--- config.mk ---
export PLATFORM = sky130hd
export DESIGN_NAME = pipeline_stall_ctrl_flat
export DESIGN_NICKNAME = d
export VERILOG_FILES = /design/src/rtl/pipeline_stall_ctrl_pkg.sv /design/src/rtl/pipeline_stall_ctrl_if.sv /design/src/rtl/pipeline_stall_ctrl_sat_counter.sv /design/src/rtl/pipeline_stall_ctrl.sv /design/src/flat_wrapper.sv
export SDC_FILE = /design/constraint.sdc
export NUM_CORES = 1
export LEC_CHECK = 0
export ABC_AREA = 1
export CAP_MARGIN = 10
export CELL_PAD_IN_SITES_DETAIL_PLACEMENT = 2
export CELL_PAD_IN_SITES_GLOBAL_PLACEMENT = 2
export CORE_MARGIN = 5
export CORE_UTILIZATION = 29
export DETAILED_ROUTE_END_ITERATION = 12
export PLACE_DENSITY = 0.78
export SLEW_MARGIN = 10
export SYNTH_ARGS = -nofsm -noshare
export SYNTH_HDL_FRONTEND = slang
export SYNTH_SLANG_ARGS = --single-unit
--- constraint.sdc ---
create_clock -name clk -period 1.65 [get_ports clk]
set_clock_uncertainty 0.05 [all_clocks]
set_input_delay 0.2475 -clock clk [delete_from_list [all_inputs] [get_ports clk]]
set_output_delay 0.2475 -clock clk [all_outputs]
set_load 0.05 [all_outputs]
--- src/rtl/pipeline_stall_ctrl_pkg.sv ---
// Shared types for the pipeline stall/flush controller: FSM state encoding,
// the bundled control-output word and the NOP control bits loaded into ID/EXE.
package pipeline_ctrl_pkg;

  typedef enum logic [1:0] {
    RUN      = 2'd0,
    MEM_WAIT = 2'd1,
    FLUSH    = 2'd2
  } state_t;

  typedef struct packed {
    logic freeze_IF;
    logic freeze_ID;
    logic bubble_EXE;
    logic flush_IF_ID;
    logic stall_all;
  } ctrl_t;

  localparam ctrl_t CTRL_IDLE = '0;

  // Values the ID/EXE register takes for WB_EN/MEM_R_EN/MEM_W_EN on a bubble.
  localparam logic NOP_WB_EN    = 1'b0;
  localparam logic NOP_MEM_R_EN = 1'b0;
  localparam logic NOP_MEM_W_EN = 1'b0;

endpackage

--- src/rtl/pipeline_stall_ctrl_if.sv ---
// Hazard/branch/memory inputs and stall/flush/statistics outputs of the controller.
interface pipeline_stall_ctrl_if #(
  parameter int unsigned CNT_W = 16
);
  logic             hazard_detected;
  logic             branch_taken;
  logic             mem_req;
  logic             mem_ready;
  logic             freeze_IF;
  logic             freeze_ID;
  logic             bubble_EXE;
  logic             flush_IF_ID;
  logic             stall_all;
  logic             mem_timeout;
  logic [CNT_W-1:0] stall_cnt;
  logic [CNT_W-1:0] flush_cnt;

  modport master (
    input  hazard_detected, branch_taken, mem_req, mem_ready,
    output freeze_IF, freeze_ID, bubble_EXE, flush_IF_ID, stall_all,
           mem_timeout, stall_cnt, flush_cnt
  );

  modport slave (
    output hazard_detected, branch_taken, mem_req, mem_ready,
    input  freeze_IF, freeze_ID, bubble_EXE, flush_IF_ID, stall_all,
           mem_timeout, stall_cnt, flush_cnt
  );
endinterface

--- src/rtl/pipeline_stall_ctrl_sat_counter.sv ---
// Saturating up-counter with asynchronous active-low clear; holds at all-ones.
module sat_counter #(
  parameter int unsigned W = 16
) (
  input  logic         clk,
  input  logic         rst_n,
  input  logic         i_inc,
  output logic [W-1:0] o_cnt
);
  logic [W-1:0] r_cnt;

  always_ff @(posedge clk or negedge rst_n) begin
    if (!rst_n) begin
      r_cnt <= '0;
    end else if (i_inc && (r_cnt != '1)) begin
      r_cnt <= r_cnt + 1'b1;
    end
  end

  assign o_cnt = r_cnt;
endmodule

--- src/rtl/pipeline_stall_ctrl.sv ---
// Stall/flush controller: Mealy control outputs from state and inputs, with
// sticky memory-timeout flag and saturating stall/flush statistics.
module pipeline_stall_ctrl
  import pipeline_ctrl_pkg::*;
#(
  parameter int unsigned FLUSH_CYCLES = 1,
  parameter int unsigned CNT_W        = 16,
  parameter int unsigned MEM_TIMEOUT  = 255
) (
  input  logic                  clk,
  input  logic                  rst_n,
  pipeline_stall_ctrl_if.master bus
);
  localparam logic [15:0] TIMEOUT_VAL = 16'(MEM_TIMEOUT);
  localparam logic [1:0]  REM_INIT    = 2'(FLUSH_CYCLES - 1);

  state_t      r_state, w_state_nxt;
  logic [15:0] r_wait, w_wait_nxt;
  logic [1:0]  r_rem, w_rem_nxt;
  logic        r_timeout;
  logic        w_mem_stall, w_flush_inc, w_to_hit;
  ctrl_t       w_ctrl;
  logic [CNT_W-1:0] w_stall_cnt, w_flush_cnt;

  assign w_mem_stall = bus.mem_req & ~bus.mem_ready;

  always_comb begin
    w_ctrl      = CTRL_IDLE;
    w_state_nxt = r_state;
    w_wait_nxt  = r_wait;
    w_rem_nxt   = r_rem;
    w_flush_inc = 1'b0;
    w_to_hit    = 1'b0;
    // Outputs are forced idle while reset is held, even with live inputs.
    if (rst_n) begin
      unique case (r_state)
        RUN, MEM_WAIT: begin
          if ((r_state == RUN) ? w_mem_stall : ~bus.mem_ready) begin
            w_ctrl.stall_all = 1'b1;
            w_state_nxt      = MEM_WAIT;
            if (r_state == RUN)          w_wait_nxt = 16'd1;
            else if (r_wait != 16'hFFFF) w_wait_nxt = r_wait + 16'd1;
            w_to_hit = (w_wait_nxt == TIMEOUT_VAL);
          end else begin
            w_state_nxt = RUN;
            w_wait_nxt  = '0;
            if (bus.branch_taken) begin
              w_ctrl.flush_IF_ID = 1'b1;
              w_ctrl.bubble_EXE  = 1'b1;
              w_flush_inc        = 1'b1;
              if (FLUSH_CYCLES > 1) begin
                w_rem_nxt   = REM_INIT;
                w_state_nxt = FLUSH;
              end
            end else if (bus.hazard_detected) begin
              w_ctrl.freeze_IF  = 1'b1;
              w_ctrl.freeze_ID  = 1'b1;
              w_ctrl.bubble_EXE = 1'b1;
            end
          end
        end
        FLUSH: begin
          if (w_mem_stall) begin
            w_ctrl.stall_all = 1'b1;
          end else begin
            w_ctrl.flush_IF_ID = 1'b1;
            w_rem_nxt          = r_rem - 2'd1;
            if (r_rem <= 2'd1) w_state_nxt = RUN;
          end
        end
        default: w_state_nxt = RUN;
      endcase
    end
  end

  always_ff @(posedge clk or negedge rst_n) begin
    if (!rst_n) begin
      r_state   <= RUN;
      r_wait    <= '0;
      r_rem     <= '0;
      r_timeout <= 1'b0;
    end else begin
      r_state   <= w_state_nxt;
      r_wait    <= w_wait_nxt;
      r_rem     <= w_rem_nxt;
      r_timeout <= r_timeout | w_to_hit;
    end
  end

  sat_counter #(.W(CNT_W)) u_stall_cnt (
    .clk   (clk),
    .rst_n (rst_n),
    .i_inc (w_ctrl.stall_all | w_ctrl.freeze_IF),
    .o_cnt (w_stall_cnt)
  );

  sat_counter #(.W(CNT_W)) u_flush_cnt (
    .clk   (clk),
    .rst_n (rst_n),
    .i_inc (w_flush_inc),
    .o_cnt (w_flush_cnt)
  );

  assign bus.freeze_IF   = w_ctrl.freeze_IF;
  assign bus.freeze_ID   = w_ctrl.freeze_ID;
  assign bus.bubble_EXE  = w_ctrl.bubble_EXE;
  assign bus.flush_IF_ID = w_ctrl.flush_IF_ID;
  assign bus.stall_all   = w_ctrl.stall_all;
  assign bus.mem_timeout = r_timeout;
  assign bus.stall_cnt   = w_stall_cnt;
  assign bus.flush_cnt   = w_flush_cnt;
endmodule
--- src/flat_wrapper.sv ---
// flat-port wrapper written by rule: the top's interface ports become plain ports
module pipeline_stall_ctrl_flat import pipeline_ctrl_pkg::*;
#(
  parameter int unsigned FLUSH_CYCLES = 1,
  parameter int unsigned CNT_W        = 16,
  parameter int unsigned MEM_TIMEOUT  = 255
)
  (clk, rst_n, bus_hazard_detected, bus_branch_taken, bus_mem_req, bus_mem_ready, bus_freeze_IF, bus_freeze_ID, bus_bubble_EXE, bus_flush_IF_ID, bus_stall_all, bus_mem_timeout, bus_stall_cnt, bus_flush_cnt);
  pipeline_stall_ctrl_if #(.CNT_W(CNT_W)) bus_i ();
  input  logic clk;
  input  logic rst_n;
  input wire logic [$bits(bus_i.hazard_detected)-1:0] bus_hazard_detected;
  input wire logic [$bits(bus_i.branch_taken)-1:0] bus_branch_taken;
  input wire logic [$bits(bus_i.mem_req)-1:0] bus_mem_req;
  input wire logic [$bits(bus_i.mem_ready)-1:0] bus_mem_ready;
  output wire logic [$bits(bus_i.freeze_IF)-1:0] bus_freeze_IF;
  output wire logic [$bits(bus_i.freeze_ID)-1:0] bus_freeze_ID;
  output wire logic [$bits(bus_i.bubble_EXE)-1:0] bus_bubble_EXE;
  output wire logic [$bits(bus_i.flush_IF_ID)-1:0] bus_flush_IF_ID;
  output wire logic [$bits(bus_i.stall_all)-1:0] bus_stall_all;
  output wire logic [$bits(bus_i.mem_timeout)-1:0] bus_mem_timeout;
  output wire logic [$bits(bus_i.stall_cnt)-1:0] bus_stall_cnt;
  output wire logic [$bits(bus_i.flush_cnt)-1:0] bus_flush_cnt;
  assign bus_i.hazard_detected = bus_hazard_detected;
  assign bus_i.branch_taken = bus_branch_taken;
  assign bus_i.mem_req = bus_mem_req;
  assign bus_i.mem_ready = bus_mem_ready;
  assign bus_freeze_IF = bus_i.freeze_IF;
  assign bus_freeze_ID = bus_i.freeze_ID;
  assign bus_bubble_EXE = bus_i.bubble_EXE;
  assign bus_flush_IF_ID = bus_i.flush_IF_ID;
  assign bus_stall_all = bus_i.stall_all;
  assign bus_mem_timeout = bus_i.mem_timeout;
  assign bus_stall_cnt = bus_i.stall_cnt;
  assign bus_flush_cnt = bus_i.flush_cnt;
  pipeline_stall_ctrl #(.FLUSH_CYCLES(FLUSH_CYCLES), .CNT_W(CNT_W), .MEM_TIMEOUT(MEM_TIMEOUT)) u_core (.clk(clk), .rst_n(rst_n), .bus(bus_i));
endmodule
Word level (Yosys, flattened, before mapping):

Index checks and enable logic that the tools add are counted.

* register bits: 53
* word-level logic and storage cells: 59

* add/subtract/negate cells: 4
* $lt $le $gt $ge: 1
* eq/ne operators: 8
* mux-type cells: 28
* bitwise operators: 5
* reduce and logical (&&, ||, !) cells: 7

Operator list (number)
* $mux W16: 6
* $add A16 B1 Y16 const B: 3
* $ne A16 B16 Y1 const B: 3
* $eq A16 B8 Y1 const B: 1
* $mux W1: 13
* $pmux W2 S2: 2
* $mux W2: 3
* $mux W3: 2
* $reduce_and A3 Y1: 2
* $mux W5: 1
* $mux W4: 1
* $eq A2 B1 Y1 const B: 1
* $eq A2 B2 Y1 const B: 1
* $le A2 B1 Y1 const B: 1
* $logic_and A1 B1 Y1: 2
* $logic_not A2 Y1: 1
* $ne A2 B1 Y1 const B: 1
* $ne A2 B2 Y1 const B: 1
* $not A1 Y1: 2
* $or A1 B1 Y1: 2
* $reduce_and A2 Y1: 1
* $reduce_or A2 Y1: 1
* $sub A2 B1 Y2 const B: 1
* $and A1 B1 Y1: 1

Depth between registers and ports, before layout:

Gate-level depths: netlist of the first run.

* word-level depth: 11
* depth in mapped cells: 14

Modules after synthesis:

A second synthesis of the first run with hierarchy kept.

* cells, all modules: 490
* area, all modules: 3429.5 sq um

Modules (own cells, without submodules)
* pipeline_stall_ctrl: instances 1, cells an instance 199, area each 1332.5 sq um
* sat_counter at u_core.u_flush_cnt: instances 1, cells an instance 149, area each 1058.5 sq um
* sat_counter at u_core.u_stall_cnt: instances 1, cells an instance 142, area each 1038.5 sq um

Least setup slack after synthesis of the first run:

OpenSTA, ideal clock, no wires.

* path kind: register -> register
* from: reg u_core.r_state[0]
* to: reg u_core.u_flush_cnt.r_cnt[10], in the netlist u_core.u_flush_cnt.o_cnt[10]
* setup time: 0.142 ns
* arrival time: 1.946 ns
* data required time: 1.458 ns
* slack: -0.487 ns
* stages on the path, launching flop included: 9
* path buffers: 1
* clock period less this slack: 2.137 ns
* path through: dfrtp_1 > nor2_1 > nor2_4 > nor3_2 > nand2_1 > nand2_1 > buf_4 > nand3_1 > xnor2_1

* longest elaborated chain between the ends: 6
* elaborated cells on any way between the ends: 8
* those cells by class: 1 x eq/ne; 4 x mux; 3 x reduce/logical

Ends and longest elaborated chain
* start, declared: RTL line pipeline_stall_ctrl.sv:17 `state_t r_state, w_state_nxt;`
* start signal, assigned: RTL line pipeline_stall_ctrl.sv:83 `r_state <= w_state_nxt;`
* $logic_not A2 Y1: RTL line pipeline_stall_ctrl.sv:36, pipeline_stall_ctrl.sv:38
* $mux W1 (2 in series): RTL line pipeline_stall_ctrl.sv:38 `if ((r_state == RUN) ? w_mem_stall : ~bus.mem_ready) begin`
* $mux W1 *: RTL line pipeline_stall_ctrl.sv:36 `unique case (r_state)`
* $mux W1 *: RTL line pipeline_stall_ctrl.sv:35 `if (rst_n) begin`
* $logic_and A1 B1 Y1 *: RTL line pipeline_stall_ctrl_sat_counter.sv:15 `end else if (i_inc && (r_cnt != '1)) begin`
* end signal, assigned: RTL line pipeline_stall_ctrl_sat_counter.sv:16 `r_cnt <= r_cnt + 1'b1;`
* end, declared: RTL line pipeline_stall_ctrl_sat_counter.sv:10 `logic [W-1:0] r_cnt;`

Mark *: on every way between the ends. The rest lies on a longest branch, timed or not.
A chain may end at the register's enable or synchronous reset.

Worst setup path after layout of the first run:

* from: reg u_core.r_wait[0]
* to: reg u_core.r_timeout, in the netlist u_core.bus.mem_timeout

* longest elaborated chain between the ends: 11
* elaborated cells on any way between the ends: 12
* those cells by class: 1 x add/sub; 2 x eq/ne; 8 x mux; 1 x bitwise

Ends and longest elaborated chain
* start, declared: RTL line pipeline_stall_ctrl.sv:18 `logic [15:0] r_wait, w_wait_nxt;`
* start signal, assigned: RTL line pipeline_stall_ctrl.sv:84 `r_wait <= w_wait_nxt;`
* $add A16 B1 Y16 or $ne A16 B16 Y1 (tied branches): RTL line pipeline_stall_ctrl.sv:42 `else if (r_wait != 16'hFFFF) w_wait_nxt = r_wait + 16'd1;`
* $mux W16 *: RTL line pipeline_stall_ctrl.sv:42
* $mux W16 *: RTL line pipeline_stall_ctrl.sv:41 `if (r_state == RUN) w_wait_nxt = 16'd1;`
* $mux W16 *: RTL line pipeline_stall_ctrl.sv:38
* $mux W16 *: RTL line pipeline_stall_ctrl.sv:36
* $mux W16 *: RTL line pipeline_stall_ctrl.sv:35
* $eq A16 B8 Y1 *: RTL line pipeline_stall_ctrl.sv:43 `w_to_hit = (w_wait_nxt == TIMEOUT_VAL);`
* $mux W1 *: RTL line pipeline_stall_ctrl.sv:38
* $mux W1 *: RTL line pipeline_stall_ctrl.sv:36
* $mux W1 *: RTL line pipeline_stall_ctrl.sv:35
* $or A1 B1 Y1 *: RTL line pipeline_stall_ctrl.sv:86 `r_timeout <= r_timeout | w_to_hit;`
* end signal, assigned: RTL line pipeline_stall_ctrl.sv:86
* end, declared: RTL line pipeline_stall_ctrl.sv:20 `logic r_timeout;`

Mark *: on every way between the ends. The rest lies on a longest branch, timed or not. The select of a mux whose other input is x is not followed.

==> results of run 1 <==
[layer usage]
metal  share of wire [%]  vias up
li1                    -     1507
met1                  39     1781
met2                  52      131
met3                 4.9       53
met4                 4.0        0
met5                   0        -
[timing repair]
action / in CTS / in global routing
pin swaps: 28 / 31
endpoints found under the hold margin: 17 / 0
setup buffers: 22 / 21
gates cloned: 1 / 0
setup endpoints to repair: 39 / 53
hold buffers: 1 / 0
resized for setup: 44 / 117
[cell families (layout without fill, tap and decap cells)]
kind of cell | after synthesis | in the layout | synth area share [%]
buf+inv | 58 | 207 | 7.88
fa+ha+maj | 3 | 3 | 1.26
other cells | 0 | 1 | 0
xor+xnor | 34 | 34 | 10.0
compound gates | 36 | 36 | 6.91
flops | 50 | 50 | 42.2
simple gates | 195 | 196 | 31.7
[layout by cell type (no fill, tap or decap), types with 2 or more instances in the layout]
master,instances
buf_8,2
buf_12,6
nand4_1,9
o21ai_1,9
o22ai_1,7
nor2_4,14
xor2_2,3
nand2_2,23
inv_6,2
dfrtp_1,35
o21ai_0,8
inv_2,5
o22ai_2,3
nor2_2,8
clkdlybuf4s50_1,2
nor3_4,2
nand3_2,12
buf_4,111
ha_4,3
nor2_1,16
inv_1,42
nand2_4,14
nand2_1,56
nor3_2,4
xnor2_2,5
clkbuf_8,5
nand3_4,6
xor2_1,25
o21ai_2,6
nor3_1,4
nand2_8,3
nand3_1,19
inv_4,2
dfrtp_2,15
buf_6,24
[per-stage QoR]
step / utilization, % / cells
CTS: 44.4 / 643
detailed placement: 40.1 / 611
floorplan: - / 376
finish: 50.7 / 663
global placement: 40.1 / 611
global route: 50.6 / 662
[power breakdown]
group	internal (mW)	leakage, nW	total (mW)	switching, mW
Clock	0.310	0.0448	0.877	0.567
Sequential	1.46	0.625	1.86	0.400
Combinational	1.05	1.79	2.90	1.85
[sequential cells by signal, indices dropped and copies added, names as in the netlist]
| name | cells |
|---|---|
| u_core.r_wait | 16 |
| u_core.r_state | 1 |
| u_core.u_flush_cnt.o_cnt | 16 |
| u_core.bus.mem_timeout | 1 |
| u_core.u_stall_cnt.o_cnt | 16 |
[area by class of cell]
type,instances,area share [%]
Sequential cell,50,24.7
Antenna cell,1,0.0487
Tap cell,136,3.31
Clock buffer,5,1.34
Clock inverter,3,0.487
Multi-Input combinational cell,269,40.7
Inverter,50,3.85
Timing Repair Buffer,149,25.5
[how the worst max path moves through the flow]
stage	from	end	slack (ns)	cells past startpoint
final	u_core.r_wait[0]	u_core.bus.mem_timeout	-0.47	12
after global routing	u_core.r_wait[0]	u_core.bus.mem_timeout	-0.53	12
after CTS	u_core.r_wait[0]	u_core.bus.mem_timeout	-0.17	12
after detailed placement	bus_mem_req	u_core.u_flush_cnt.o_cnt[2]	-0.36	9
after global placement	bus_mem_req	u_core.u_flush_cnt.o_cnt[2]	-0.33	9
after floorplan	u_core.r_state[0]	u_core.u_flush_cnt.o_cnt[10]	-0.26	8
==> impl_metrics.csv, run 1 <==
group,metric,value,unit
run_status,status,"complete, but fails checks",
run_status,violations,"negative setup slack",
setup_path,crit_path_end_kind,"register",
finish,drive_gt1_share,54.8,%
synthesis,synth_nets,385,
placement,place_area,4070,sq um
routing,drtIter0Drc,189,
setup_path,cp_slowest_cell,"dfrtp_1",
floorplan,dieArea,12400,sq um
setup_path,cpPeakStageDelay,0.48,ns
floorplan,fp.dieW,111,microns
timing,setup_tns,-8.96,ns
routing,totalWireLength,18500,microns
clock_tree,cts_sinks,50,
grt,grt_first_pass_wirelength,22700,microns
floorplan,design.core.area,10100,sq um
setup_path,r2r-start,"u_core.r_wait[0]",
synthesis,yosys.area.top_type_share,42.2,%
pwr,finalPower,5.64,mW
synthesis,synth_cell_type_count,32,
setup_path,crit_type,"reg2reg",
timing,hold_violations,0,
floorplan,initial_utilization,29.3,%
synthesis,synth_edf_count,0,
routing,num_vias,3472,
timing,slew_violations,0,
finish,final_area,5140,sq um
clock_tree,cts_tree,"yes",
setup_path,crit_arrival,2.30,ns
pwr,pwr_density_cell,1100,nW/um^2
synthesis,syn_avg_cell_area,7.89,sq um
finish,regArea,1270,sq um
setup_path,crit_fanout,4,
finish,fin_nets,534,
clock_tree,h-tree-depth,2,
placement,portBuffers,43,
setup_path,worst-path-buf-inv,1,
synthesis,synth-seq-cells,50,
synthesis,syn_area,2970,sq um
synthesis,synth.area.top_cells,"dfrtp_1 (42%), nand2_1 (11%), xor2_1 (8.6%)",
finish,nFillCells,1060,
routing,drt-vias-per-instance,5.24,
placement,hpwl,8540,microns
grt,grt_use_met2,44.8,%
floorplan,rows,37,
routing,final_antenna_net_count,0,
synthesis,synthFlopType,"dfrtp_1",
setup_path,r2r_slack,-0.47,ns
job,max_cap_viol_count,0,
min_path,min_path_type,"in2async",
grt,grt_max_degree,49,
grt,grtUsageTotal,23.6,%
synthesis,yosys.area.top_type,"dfrtp_1",
grt,gr-usage-met1,26.5,%
timing,fmax,471,MHz
clock_tree,clk_pin_slew,0.13,ns
finish,syn_to_final_growth,73.1,%
clock_tree,cts_buffer_depth,2,
grt,top_usage_layer,"met2",
routing,routedWlPerCell,27.9,microns
timing,report.final.setup_viol,51,
grt,antenna_found_initial,1,
pwr,p_leak,2.46,nW
setup_path,crit_required,1.83,ns
timing,max_slew_margin,58.1,%
timing,final.period_utilization,129,%
setup_path,cp_common_cell,"nand2_1",
timing,grt_setup_unrepaired,"yes",
synthesis,yosysWarningCount,0,
grt,grt_pass1_vias,3944,
clock_tree,clock_latency,0.35,ns
routing,drcViolationCount,0,
placement,gp_congestion,0.768,
setup_path,crit_chain,"ha_4 > nand3_2 > nor2_4 > buf_4 > xor2_1 > nand2_1 > nand2_1 > a21oi_2 > nand2_1 > nor2_1 > nand2_1 > nand2_1",
synthesis,synth_common_cells,"nand2_1 (86), dfrtp_1 (50), inv_1 (49)",
pwr,peakVddDrop,0.000983,V
finish,multi_input_area,2090,sq um
routing,drtPass1Iterations,4,
synthesis,ys_seq_area_share,42.2,%
placement,pre_cts_slack,-0.361,ns
setup_path,crit_family,"simple AND/OR/NAND/NOR gates",
timing,holdWs,0.0515,ns
grt,use_met3,3.66,%
setup_path,worst_setup_path_start_kind,"register",
clock_tree,root_buffer,"clkbuf_8",
floorplan,die_h,111,microns
synthesis,async_flop_share,100,%
grt,grt_overflow_total,0,
clock_tree,numCtsBuffers,5,
synthesis,yosysMostFrequentCell,"nand2_1",
setup_path,timing.rr.end,"u_core.bus.mem_timeout",
timing,setup_ws,-0.474,ns
synthesis,syn_inst,376,
floorplan,io_pins,44,
setup_path,reg2regPathDepth,12,
timing,tightest_slew,0.628,ns
timing,fin_crit,2.12,ns
(Power assumes the default switching activity.)
==> run 2, diff against run 1 <==
- CAP_MARGIN: 10 -> default
==> results of run 2 <==
Final layout, timing and power as in run 1 (identical DEF).
